**src/rtl/reg_file_wb.sv**
```systemverilog
// Write-back register bank: 2^ADDR_W x DATA_W registers, two registered read ports
// with write-to-read bypass, and a per-register pending-write scoreboard driving stall.
module reg_file_wb #(
    parameter int DATA_W = 8,
    parameter int ADDR_W = 3
) (
    input  logic              clk,
    input  logic              reset,
    input  logic              wb_en,
    input  logic [ADDR_W-1:0] wb_addr,
    input  logic [DATA_W-1:0] ans_wb,
    input  logic [ADDR_W-1:0] rs_addr,
    input  logic [ADDR_W-1:0] rt_addr,
    input  logic              issue_en,
    input  logic [ADDR_W-1:0] issue_addr,
    output logic [DATA_W-1:0] rs_data,
    output logic [DATA_W-1:0] rt_data,
    output logic              stall,
    output logic              sb_err
);
    localparam int NREG = 1 << ADDR_W;

    logic [DATA_W-1:0] reg_q  [NREG];
    logic [1:0]        pend_q [NREG];
    logic [NREG-1:0]   busy;
    logic [NREG-1:0]   err_vec;

    logic [DATA_W-1:0] rs_data_reg, rt_data_reg;
    logic              sb_err_reg;

    generate
        for (genvar gi = 0; gi < NREG; gi++) begin : g_reg
            if (gi == 0) begin : g_zero
                assign reg_q[gi]   = '0;
                assign pend_q[gi]  = 2'd0;
                assign busy[gi]    = 1'b0;
                assign err_vec[gi] = 1'b0;
            end else begin : g_live
                logic [DATA_W-1:0] data_reg;
                logic [1:0]        pend_reg;
                logic              inc, dec;

                assign inc = issue_en && (issue_addr == ADDR_W'(gi));
                assign dec = wb_en && (wb_addr == ADDR_W'(gi));

                always_ff @(posedge clk) begin
                    if (reset) begin
                        data_reg <= '0;
                        pend_reg <= 2'd0;
                    end else begin
                        if (dec)
                            data_reg <= ans_wb;
                        if (inc && !dec && pend_reg != 2'd3)
                            pend_reg <= pend_reg + 2'd1;
                        else if (dec && !inc && pend_reg != 2'd0)
                            pend_reg <= pend_reg - 2'd1;
                    end
                end

                assign reg_q[gi]   = data_reg;
                assign pend_q[gi]  = pend_reg;
                assign err_vec[gi] = (inc && !dec && pend_reg == 2'd3) ||
                                     (dec && !inc && pend_reg == 2'd0);
                // The last outstanding write arriving this cycle is covered by the bypass.
                assign busy[gi]    = (pend_reg != 2'd0) && !(pend_reg == 2'd1 && dec);
            end
        end
    endgenerate

    always_ff @(posedge clk) begin
        if (reset) begin
            rs_data_reg <= '0;
            rt_data_reg <= '0;
            sb_err_reg  <= 1'b0;
        end else begin
            rs_data_reg <= (wb_en && wb_addr == rs_addr && rs_addr != '0) ? ans_wb : reg_q[rs_addr];
            rt_data_reg <= (wb_en && wb_addr == rt_addr && rt_addr != '0) ? ans_wb : reg_q[rt_addr];
            sb_err_reg  <= sb_err_reg | (|err_vec);
        end
    end

    assign rs_data = rs_data_reg;
    assign rt_data = rt_data_reg;
    assign sb_err  = sb_err_reg;
    // Held low while reset is asserted so stale counts never stall decode.
    assign stall   = !reset && (busy[rs_addr] || busy[rt_addr]);

endmodule
```
**config.mk**
```make
export PLATFORM = sky130hd
export DESIGN_NAME = reg_file_wb
export DESIGN_NICKNAME = d
export VERILOG_FILES = /design/src/rtl/reg_file_wb.sv
export SDC_FILE = /design/constraint.sdc
export NUM_CORES = 1
export LEC_CHECK = 0
export ABC_CLOCK_PERIOD_IN_PS = 1900
export CAP_MARGIN = 20
export CELL_PAD_IN_SITES_DETAIL_PLACEMENT = 0
export CELL_PAD_IN_SITES_GLOBAL_PLACEMENT = 1
export CORE_UTILIZATION = 44
export CTS_CLUSTER_SIZE = 16
export DETAILED_ROUTE_END_ITERATION = 8
export GPL_TIMING_DRIVEN = 0
export PLACE_DENSITY = 0.9
export REMOVE_ABC_BUFFERS = 1
export SETUP_SLACK_MARGIN = 0.2
export SLEW_MARGIN = 20
export SYNTH_ARGS = -nofsm -noshare
export SYNTH_HDL_FRONTEND = slang
export SYNTH_SLANG_ARGS = --single-unit
export TNS_END_PERCENT = 100
```
**constraint.sdc**
```tcl
create_clock -name clk -period 1.9 [get_ports clk]
set_input_delay 0.285 -clock clk [delete_from_list [all_inputs] [get_ports clk]]
set_output_delay 0.285 -clock clk [all_outputs]
set_load 0.05 [all_outputs]
```
==> results.md <==
- Number of global-route vias before repair: 4561
- Violated checks: setup timing
- Ys flop type: dfxtp_1
- FF-to-FF path depth: 8
- EDFF count, synth: 0
- Simple-gate portion of the synthesized area: 20.1%
- Syn-to-layout area delta: 25.8%
- Hold Path Class: in2reg
- Mux cell area share after synthesis: 13.7%
- Req. time, crit path: 1620 ps
- Crit end category: output pin
- Clk buf depth: 2
- Die ar.: 12000 µm²
- PwrDens: 676 nW/µm²
- Layout cells sized above 1: 23.8%
- Arr. time, crit path: 1850 ps
- Clk sinks: 87
- Top cell type by total area after synthesis: dfxtp_1
- DIE WIDTH: 110 µm
- # hold bufs at CTS: 0
- HPWL Detailed: 8870 µm
- Largest family of logic cells by synthesized area: simple AND/OR/NAND/NOR gates
- Lkg Pwr: 2.28 nW
- Adder-Cell Fraction of Synth Area: 5.16%
- Max_cap viols: 0
- Initial DRC Count: 370
- Synth top area cells: dfxtp_1 34%, nand2_1 9.5%, a21oi_1 7.6%
- Fin. Hold Viols: 0
- Xor and xnor fraction of the mapped netlist area: 2.04%
- Placement Setup Slack: -1960 ps
- DRC: 0
- First-pass GRT wire length: 23300 µm
- Final WL: 15400 µm
- Core area: 11100 µm²
- Final Cycle Share: 112%
- Vias per cell: 6.08
- Worst-Margin Slew: 741 ps
- Status: complete, but fails checks
- CTS buffer count: 9
- Mean Syn Cell Area: 8.26 µm²
- CP Max Fanout: 4
- Worst setup SP type: flip-flop
- Slew Limit Fails: 0
- Yosys warning total: 0
- Setup slack, reg-to-reg: 410 ps
- Commonest non-fill, non-tap cells in the layout: 129 x nand2_1, 75 x a21oi_1, 73 x dfxtp_1
- Port Buf Inserts: 41
- Total gr overflow: 0
- Wire per inst: 19.3 µm
- Post-Syn Area: 5100 µm²
- Worst slew margin: 50.3%
- Pre-Repair DR Iteration Count: 5
- N_diodes: 0
- Total track usage: 26.0%
- Antenna violations before repair: 0
- Post-DRT Antenna Nets: 0
- TritonCTS clock tree: built
- Via count: 4860
- Die Span Y: 110 µm
- Area fraction in compound gates after synthesis: 19.2%
- Commonest non-fill, non-tap cell in the layout: nand2_1
- Setup TNS: -231 ps
- RSZ-0062 raised after global routing: true
- Total Nets Final: 701
- Netlist cell types: 47
- Max reg flops: 56
- Cell Rows: 38
- Worst Slack Setup Final: -231 ps
- Clock transition at the registers of the reported paths: 70 ps
- CTS H-tree depth: 3
- F_max: 469 MHz
- Kind of critical path: reg2out
- Setup violators final: 1
- Final-layout fill cell count: 969
- Sequential area share after synthesis: 34.2%
- Clk_lat worst skew: 340 ps
- Largest net degree at the start of global routing: 72
- Worst hold stages: 2
- Post-synth ARST share: 0%
- Max IR drop VDD: 0.474 mV
- Tmin final: 2130 ps
- Worst clock skew: 7.32 ps
- CTS Root Cell: clkbuf_16
- Synth Instances: 617
- Synthesized flop and latch total: 87
- Final GP Congestion: 0.825
- # IOs: 42
- Initial Util: 46.0%
- Share of the synthesized area in the top cell type: 34.2%
-- kinds of logic (layout without fill, tap and decap cells) --
kind of cell | after synthesis | in the layout
xor gates and xnor gates | 11 | 11
DFF | 87 | 87
adders and majority gates | 21 | 21
muxes | 48 | 48
and+or+nand+nor | 216 | 216
buffers and inverters | 71 | 114
AOI/OAI and AO/OA | 163 | 163
-- layer usage --
layer / GRT usage [%] / vias up / share of wire (%)
met1: 30.5 / 2376 / 41
met5: 0 / - / 0
li1: - / 2260 / -
met4: 12.9 / 0 / 2.7
met3: 4.21 / 38 / 6.2
met2: 46.0 / 186 / 50
-- power by group --
part           leakage (nW)  switching (mW)  total [mW]  internal, mW
clock                 0.139           0.765        1.78          1.02
sequential            0.712          0.0313        1.90          1.87
combinational          1.43           0.392       0.650         0.258
-- cells in the mapped netlist (16+ instances only) --
master / number
mux2_2: 16
inv_1: 21
mux4_2: 16
o21ai_0: 32
clkbuf_1: 39
mux2i_1: 16
dfxtp_1: 87
nor2_1: 38
a22oi_1: 16
nand2_1: 129
ha_1: 21
a21oi_1: 77
-- worst paths after layout --
kind / start / to
worst min-delay path: reset / g_reg[3].g_live.data_reg[7]$_SDFFE_PP0P_
worst max-delay path: g_reg[1].g_live.pend_reg[0]$_SDFFE_PP0P_ / stall
worst min register to register: g_reg[6].g_live.data_reg[1]$_SDFFE_PP0P_ / g_reg[6].g_live.data_reg[1]$_SDFFE_PP0P_
worst max register to register: g_reg[1].g_live.pend_reg[0]$_SDFFE_PP0P_ / g_reg[1].g_live.pend_reg[0]$_SDFFE_PP0P_
-- metrics by stage --
step / cells / area (µm²) / util, % / hold slack (ps) / power, mW
3_5_place_dp: 750 / 5530 / 49.9 / 457 / 2.50
4_1_cts: 791 / 6240 / 56.3 / 266 / 4.31
2_1_floorplan: 567 / 4890 / - / 354 / 2.21
6_report: 800 / 6410 / 57.8 / 272 / 4.33
3_3_place_gp: 748 / 5470 / 49.4 / 448 / 2.47
5_1_grt: 800 / 6410 / 57.8 / 284 / 4.47
-- layout make-up --
| class | count | area (µm²) | share of cell area [%] |
|---|---|---|---|
| clock buffer | 10 | 229 | 3.57 |
| clock inverter | 5 | 60.1 | 0.937 |
| inverter | 21 | 88.8 | 1.39 |
| multi-input combinational | 459 | 3370 | 52.7 |
| sequential | 87 | 1760 | 27.5 |
| tap | 140 | 175 | 2.73 |
| timing repair buffer | 78 | 717 | 11.2 |
-- worst max-delay path, stage by stage (launching register included) --
cell       delay (ps)
dfxtp_4           370
inv_4              70
ha_4              160
a2111oi_4          40
nor4_1            290
a31oi_1            80
o31a_1            340
buf_6             160
-- timing repair --
action | CTS | global route
pin swaps | 18 | 8
setup endpoints to repair | 105 | 19
setup buffers | 26 | 9
gates resized for setup | 140 | 29
hold endpoints to repair | 0 | 0
Power figures use the tool's default switching activity.
